==> config.mk <==
export PLATFORM = sky130hd
export DESIGN_NAME = alu_operand_stage
export DESIGN_NICKNAME = d
export VERILOG_FILES = /design/src/rtl/alu_operand_stage_pkg.sv /design/src/rtl/alu_operand_stage_src_mux.sv /design/src/rtl/alu_operand_stage.sv
export SDC_FILE = /design/constraint.sdc
export NUM_CORES = 1
export LEC_CHECK = 0
export ABC_AREA = 1
export BUFFER_PORTS_ARGS = -buffer_cell sky130_fd_sc_hd__buf_2
export CAP_MARGIN = 10
export CORE_ASPECT_RATIO = 0.5
export CORE_UTILIZATION = 45
export CTS_BUF_LIST = sky130_fd_sc_hd__clkbuf_4 sky130_fd_sc_hd__clkbuf_8 sky130_fd_sc_hd__clkbuf_16
export DETAILED_ROUTE_END_ITERATION = 6
export PLACE_DENSITY_LB_ADDON = 0.25
export SYNTH_ARGS = -nofsm -noshare
export SYNTH_HDL_FRONTEND = slang
export SYNTH_SLANG_ARGS = --single-unit
==> constraint.sdc <==
create_clock -name clk -period 1.6 [get_ports clk]
set_input_delay 0.08 -clock clk [delete_from_list [all_inputs] [get_ports clk]]
set_output_delay 0.08 -clock clk [all_outputs]
set_load 0.02 [all_outputs]
==> src/rtl/alu_operand_stage_pkg.sv <==
// Shared core definitions for the ALU operand stage: default operand width
// and the conventional source slot assignments on the packed source bus.
package alu_operand_stage_pkg;

  localparam int unsigned DEFAULT_WIDTH = 32;

  localparam int unsigned SRC_REG2    = 0;
  localparam int unsigned SRC_IMM     = 1;
  localparam int unsigned SRC_FWD_MEM = 2;
  localparam int unsigned SRC_FWD_WB  = 3;

endpackage

==> src/rtl/alu_operand_stage_src_mux.sv <==
// NSRC:1 operand select; an index outside the populated sources yields an
// all-zero operand and raises oor so the stage can record the error.
module operand_src_mux #(
  parameter int WIDTH = 32,
  parameter int NSRC  = 4,
  parameter int SEL_W = 2
) (
  input  logic [NSRC*WIDTH-1:0] src_data,
  input  logic [SEL_W-1:0]      sel,
  output logic [WIDTH-1:0]      data,
  output logic                  oor
);

  // NOTE: every output gets a default before the loop; otherwise an
  // unmatched index leaves it unassigned and a latch is inferred.
  always_comb begin
    data = '0;
    oor  = 1'b1;
    for (int k = 0; k < NSRC; k++) begin
      if (sel == SEL_W'(k)) begin
        data = src_data[k*WIDTH +: WIDTH];
        oor  = 1'b0;
      end
    end
  end

endmodule

==> src/rtl/alu_operand_stage.sv <==
// Operand selection for both ALU inputs, registered into a one-deep pipeline
// stage with a valid/ready handshake and a single-entry skid buffer.
module alu_operand_stage
  import alu_operand_stage_pkg::*;
#(
  parameter  int WIDTH = DEFAULT_WIDTH,
  parameter  int NSRC  = 4,
  parameter  int CNT_W = 8,
  localparam int SEL_W = (NSRC > 1) ? $clog2(NSRC) : 1
) (
  input  logic                  clk,
  input  logic                  reset,
  input  logic                  flush,
  input  logic                  in_valid,
  output logic                  in_ready,
  input  logic [NSRC*WIDTH-1:0] src_data,
  input  logic [SEL_W-1:0]      sel_a,
  input  logic [SEL_W-1:0]      sel_b,
  output logic                  out_valid,
  input  logic                  out_ready,
  output logic [WIDTH-1:0]      op_a,
  output logic [WIDTH-1:0]      op_b,
  output logic                  sel_err,
  output logic [CNT_W-1:0]      xfer_cnt
);

  logic [WIDTH-1:0] mux_a, mux_b;
  logic             oor_a, oor_b;

  logic             main_valid, skid_valid;
  logic [WIDTH-1:0] main_a, main_b, skid_a, skid_b;
  logic             accept, emit;

  operand_src_mux #(.WIDTH(WIDTH), .NSRC(NSRC), .SEL_W(SEL_W)) u_mux_a (
    .src_data (src_data),
    .sel      (sel_a),
    .data     (mux_a),
    .oor      (oor_a)
  );

  operand_src_mux #(.WIDTH(WIDTH), .NSRC(NSRC), .SEL_W(SEL_W)) u_mux_b (
    .src_data (src_data),
    .sel      (sel_b),
    .data     (mux_b),
    .oor      (oor_b)
  );

  // Ready depends only on the skid flag, so out_ready never reaches in_ready.
  assign in_ready  = ~skid_valid;
  assign accept    = in_valid & in_ready & ~flush;
  assign emit      = main_valid & out_ready;

  assign out_valid = main_valid;
  assign op_a      = main_a;
  assign op_b      = main_b;

  // NOTE: state is updated with non-blocking assignments so every register
  // samples the pre-edge values regardless of statement order.
  always_ff @(posedge clk) begin
    if (reset) begin
      main_valid <= 1'b0;
      skid_valid <= 1'b0;
      main_a     <= '0;
      main_b     <= '0;
      skid_a     <= '0;
      skid_b     <= '0;
      sel_err    <= 1'b0;
      xfer_cnt   <= '0;
    end else begin
      if (accept) begin
        xfer_cnt <= xfer_cnt + 1'b1;
        if (oor_a | oor_b) sel_err <= 1'b1;
      end

      if (flush) begin
        main_valid <= 1'b0;
        skid_valid <= 1'b0;
      end else if (!main_valid || emit) begin
        // Main slot frees up: the older skid entry always goes first. An
        // accept cannot coincide with a full skid because in_ready is low.
        if (skid_valid) begin
          main_a     <= skid_a;
          main_b     <= skid_b;
          main_valid <= 1'b1;
          skid_valid <= 1'b0;
        end else if (accept) begin
          main_a     <= mux_a;
          main_b     <= mux_b;
          main_valid <= 1'b1;
        end else begin
          main_valid <= 1'b0;
        end
      end else if (accept) begin
        skid_a     <= mux_a;
        skid_b     <= mux_b;
        skid_valid <= 1'b1;
      end
    end
  end

endmodule
==> impl_metrics.tcl, run 1 <==
set metrics [dict create \
    synthTopCellsByCount "342 x nand2_1, 139 x dfxtp_1, 135 x nand3_1" \
    root_buffer "clkbuf_16" \
    clock_path_buffers 2 \
    cts.sinks 139 \
    p_leak_nw 5.192 \
    end_kind "output pin" \
    gp_congestion 1.031 \
    cp_num_buf_inv 3 \
    outcome "complete, no violations" \
    crit_slowest_cell "dfxtp_2" \
    ir_drop_mv 0.7131 \
    placed_cells 1633 \
    grt_max_degree 66 \
    syn_nets 1379 \
    fin_crit_sh 0.9403 \
    crit_chain "inv_2 -> buf_12 -> buf_2" \
    final_layout_size_suffix_gt1_frac 0.2076 \
    grt_pass1_wl_mm 45.64 \
    nNetsFinal 1565 \
    synth_cell_type_count 19 \
    yosys_warnings 0 \
    critPathKind "register to output pin" \
    fin_cells 1669 \
    core_um2 16520 \
    critPathTopFamily "buffers and inverters" \
    netlist_area_um2 7672 \
    path_max_fanout 65 \
    rsz0062_at_grt "false" \
    portBuffers 211 \
    die-area_um2 17610 \
    crit_required_ns 1.52 \
    avgViaCountPerCell 5.455 \
    wire_per_inst_um 17.79 \
    synth_top_area_frac 0.3627 \
    setup_viol 0 \
    synth_seq_cells 139 \
    ys.flop_type "dfxtp_1" \
    utilization 0.5849 \
    fp.dieW_um 186.7 \
    fin_tns_setup_ns 0 \
    fillCellCount 1650 \
    finalHoldViolations 0 \
    ioPinCount 212 \
    vias 9104 \
    start_kind "register" \
    routed_wl_mm 29.69 \
    worstSkewPairLatency_ns 0.42 \
    dp_hpwl_mm 21.10 \
    drc 0 \
    dr.pass1.iters 6 \
    track_usage 0.3367 \
    htree_levels 4 \
    start_util 0.4645 \
    syn_to_final_growth_pct 25.91 \
    cts_tree "yes" \
    antenna_found_initial 1 \
    synthCells 1241 \
    drtIter0Drc 1169 \
    arrival_ns 1.42 \
    tightest_slew_ns 0.3696 \
    postSynthAreaPerCell_um2 6.182 \
    drv_cap 0 \
    postCtsResizedCells 0 \
    hp-class "primary input to register" \
    clkSlewWorstSetupHoldPaths_ns 0.07 \
    max_freq_mhz 664.7 \
    synth_edf_count 0 \
    cpPeakStageDelay_ns 0.36 \
    synth_async_sr_flop_share 0 \
    numCtsBuffers 17 \
    postRouteAntennaNets 0 \
    final_max_slew_viol_count 0 \
    synth_sequential_area_ratio 0.3627 \
    worst-r2r-setup-slack_ns 0.13 \
    period_needed_ns 1.505 \
    slew_headroom 0.7517 \
    power_density_nw_per_um2 953.0 \
    fp-row-count 33 \
    grt_overflow 0 \
    synth_area_leaders "dfxtp_1 36%, nand2_1 17%, nand3_1 8.8%" \
    fin_skew_ns 0.01099 \
    grt_pass1_vias 7966 \
    yosysMostFrequentCell "nand2_1" \
    yosys.area.top_type "dfxtp_1" \
    die_h_um 94.33 \
]
-- worst min-delay path: stages --
cell     delay, ns
buf_2         0.09
inv_1         0.05
nand2_1       0.06
nand2_1       0.06
a21oi_1       0.05
-- cell usage in the layout, fill, tap and decap left out --
cell	count
a21oi_1	134
buf_12	13
buf_2	211
buf_4	31
clkbuf_16	17
clkbuf_8	3
clkinv_2	1
clkinv_4	6
clkinvlp_4	1
dfxtp_1	138
dfxtp_2	1
diode_2	2
dlygate4sd3_1	2
ha_1	1
inv_1	114
inv_2	2
inv_6	5
nand2_1	342
nand3_1	135
nand3_4	1
nor2_1	76
nor2_2	3
nor2_4	4
nor3_1	3
o21ai_0	132
o21ai_1	63
o31ai_1	1
-- final timing paths --
kind                              to               startpoint  cells past startpoint
min          skid_a[21]$_SDFFE_PP0P_            src_data[117]                      5
min reg2reg     sel_err$_SDFFE_PP0P_     sel_err$_SDFFE_PP0P_                      2
max reg2reg   skid_b[6]$_SDFFE_PP0P_  skid_valid$_SDFFE_PP0P_                      7
max                         in_ready  skid_valid$_SDFFE_PP0P_                      3
-- registers in the layout, summed over array words and instances (netlist names) --
signal	cells
op_b	32
out_valid	1
skid_b	32
xfer_cnt	8
sel_err	1
skid_valid	1
op_a	32
skid_a	32
-- layout make-up --
cell class | count | area [um2] | area share
antenna | 2 | 5.005 | 0.0005181
clock buffer | 20 | 466.7 | 0.04831
clock inverter | 12 | 103.9 | 0.01075
inverter | 117 | 440.4 | 0.04559
multi-input combinational | 895 | 4008 | 0.4148
sequential | 139 | 2784 | 0.2882
tap | 227 | 284.0 | 0.02940
timing repair buffer | 257 | 1569 | 0.1624
-- stage by stage --
step | instance area, um2 | setup slack [ns] | hold WS, ns | power, W
after floorplan | 7672 | 0.2752 | 0.1841 | 0.004619
after global placement | 9065 | 0.2335 | 0.3135 | 0.005311
after detailed placement | 9065 | 0.1867 | 0.3376 | 0.005324
after CTS | 9656 | 0.07281 | 0.02965 | 0.009199
after global routing | 9656 | 0.02767 | 0.06864 | 0.009554
final | 9661 | 0.09547 | 0.04155 | 0.009207
-- what timing repair did --
item | CTS | global route
hold buffers | 2 | 0
endpoints found under the hold margin | 7 | 0
buffers inserted | 0 | 0
-- cell families after synthesis --
group | after synthesis | synth area share
and+or+nand+nor | 564 | 0.3038
DFF | 139 | 0.3627
AOI/OAI and AO/OA | 330 | 0.2156
adders and majority gates | 1 | 0.001631
buffers and inverters | 207 | 0.1163
-- power by group --
group          total [W]  internal [W]  switching, W
Sequential       0.00370       0.00359      0.000105
Clock            0.00391       0.00215       0.00175
Combinational    0.00160      0.000548       0.00105
-- per-layer routing --
layer / share of wire / global-route usage / wire [um]
met5: 0 / 0 / 0
met4: 0.0095 / 0.06148 / 283
met3: 0.11 / 0.08881 / 3341
met2: 0.40 / 0.4667 / 12010
met1: 0.47 / 0.5134 / 14060
Note: power is estimated with default switching activity, not from simulation.
==> run 2, diff against run 1 <==
--- a/config.mk
+++ b/config.mk
@@ -9,10 +9,10 @@
 export BUFFER_PORTS_ARGS = -buffer_cell sky130_fd_sc_hd__buf_2
 export CAP_MARGIN = 10
 export CORE_ASPECT_RATIO = 0.5
-export CORE_UTILIZATION = 45
+export CORE_UTILIZATION = 40
 export CTS_BUF_LIST = sky130_fd_sc_hd__clkbuf_4 sky130_fd_sc_hd__clkbuf_8 sky130_fd_sc_hd__clkbuf_16
 export DETAILED_ROUTE_END_ITERATION = 6
-export PLACE_DENSITY_LB_ADDON = 0.25
+export PLACE_DENSITY = 0.62
 export SYNTH_ARGS = -nofsm -noshare
 export SYNTH_HDL_FRONTEND = slang
 export SYNTH_SLANG_ARGS = --single-unit
==> run 2 against run 1 <==
Compared with the run above:
- sequential power hardly changed
- die area up 12%
- final cell count grew 1.9%
- final area grew 0.53%
- sequential share of layout area down 0.15 points
- clock-buffer cell count is 3 lower
- sequential cell count is the same
==> impl_metrics.tcl, run 2 (synthesis gave the netlist of run 1 again) <==
set metrics [dict create \
    arrival_ns 1.40 \
    start_kind "register" \
    layout_setup_ws_ns 0.1232 \
    path_max_fanout 65 \
    rsz0062_at_grt "false" \
    post-place-ws_ns 0.1850 \
    p_sw_w 0.002873 \
    tightest_slew_ns 0.6608 \
    setup_viol 0 \
    die_h_um 99.93 \
    fp-row-count 35 \
    track_usage 0.3115 \
    dr_wl_met3_mm 3.018 \
    crit_required_ns 1.52 \
    core_um2 18570 \
    place_area_um2 9072 \
    crit_chain "inv_2 -> buf_12 -> buf_2" \
    clkSlewWorstSetupHoldPaths_ns 0.06 \
    finalHoldViolations 0 \
    crit_slowest_cell "dfxtp_2" \
    htree_levels 4 \
    grt_pass1_wl_mm 45.87 \
    dp_hpwl_mm 21.93 \
    swShare 0.3029 \
    cts.sinks 139 \
    dr.pass1.iters 5 \
    die-area_um2 19770 \
    critPathKind "register to output pin" \
    routed.top_layer "met4" \
    cpPeakStageDelay_ns 0.34 \
    drv_cap 0 \
    drc 0 \
    clock_path_buffers 2 \
    fin_crit_sh 0.9230 \
    nNetsFinal 1564 \
    start_util 0.4132 \
    wire_per_inst_um 17.92 \
    utilization 0.5230 \
    cts_tree "yes" \
    finalInstanceArea_um2 9712 \
    p_int_w 0.006613 \
    dr_wl_met2_mm 12.09 \
    outcome "complete, no violations" \
    seqPwrFrac 0.388 \
    grt_pass1_vias 7975 \
    final_common_cell "nand2_1" \
    max_freq_mhz 677.1 \
    vias 8819 \
    period_needed_ns 1.477 \
    comb_power_share 0.171 \
    drtIter0Drc 944 \
    gp_congestion 0.9899 \
    antenna_found_initial 2 \
    final_layout_size_suffix_gt1_frac 0.2071 \
    grt_overflow 0 \
    final_max_slew_viol_count 0 \
    postRouteAntennaNets 0 \
    grt_max_degree 104 \
    numCtsBuffers 17 \
    root_buffer "clkbuf_16" \
    syn_to_final_growth_pct 26.58 \
    slew_headroom 0.5594 \
    p_leak_nw 5.195 \
    power_density_nw_per_um2 976.7 \
    final_cell_mix "342 x nand2_1, 211 x buf_2, 138 x dfxtp_1" \
    fp.dieW_um 197.9 \
    clockPowerShare 0.441 \
    fin_tns_setup_ns 0 \
    routed_wl_mm 30.47 \
    end_kind "output pin" \
    avgViaCountPerCell 5.188 \
    fin_skew_ns 0.005681 \
    ioPinCount 212 \
    portBuffers 211 \
    wl_met1_mm 14.95 \
    worstSkewPairLatency_ns 0.43 \
    hp-class "primary input to register" \
    ir_drop_mv 0.8116 \
]
[run 2: worst max-delay path, delay by kind of cell (launching register included)]
kind / cells / cell delay (ns)
flops: 1 / 0.34
buf+inv: 3 / 0.62
[run 2: worst paths after layout]
| check | cells after the start | end | slack, ns | from |
|---|---|---|---|---|
| setup / recovery | 3 | in_ready | 0.12 | skid_valid$_SDFFE_PP0P_ |
| setup reg to reg | 8 | op_a[6]$_SDFFE_PP0P_ | 0.17 | out_valid$_SDFFE_PP0P_ |
| hold reg to reg | 2 | sel_err$_SDFFE_PP0P_ | 0.42 | sel_err$_SDFFE_PP0P_ |
| hold / removal | 5 | skid_b[21]$_SDFFE_PP0P_ | 0.04 | src_data[117] |
[run 2: repair_timing]
item	CTS	global route
hold buffers	2	0
gates resized for setup	0	0
setup buffers	0	0
endpoints found under the hold margin	7	0
setup endpoints to repair	0	0
[run 2: power groups by stage]
stage | registers, W | clock network (W) | logic (W)
6_report | 0.00368 | 0.00419 | 0.00162
2_1_floorplan | 0.00387 | 0 | 0.000746
3_5_place_dp | 0.00375 | 0 | 0.00158
3_3_place_gp | 0.00375 | 0 | 0.00157
4_1_cts | 0.00368 | 0.00424 | 0.00159
5_1_grt | 0.00369 | 0.00438 | 0.00177
[run 2: layout make-up]
cell class | count | area, um2
multi-input cells | 895 | 4008
clock buffers | 17 | 425.4
well taps | 259 | 324.1
fillers | 1910 | 8856
inverters | 117 | 440.4
clock inverters | 15 | 188.9
flip-flops and latches | 139 | 2784
repair buffers | 256 | 1536
diodes | 2 | 5.005
[run 2: stage by stage]
stage / instances / hold WS [ns] / power (W)
CTS: 1698 / 0.02838 / 0.009512
detailed placement: 1664 / 0.3094 / 0.005332
global placement: 1664 / 0.3052 / 0.005326
finish: 1700 / 0.04417 / 0.009485
floorplan: 1241 / 0.1841 / 0.004619
global route: 1700 / 0.04093 / 0.009838
[run 2: layer usage]
layer  up-vias  GRT usage
met1      4003     0.4708
met2       381     0.4217
met5         -          0
met4         0    0.07096
li1       4401          -
met3        34    0.09644
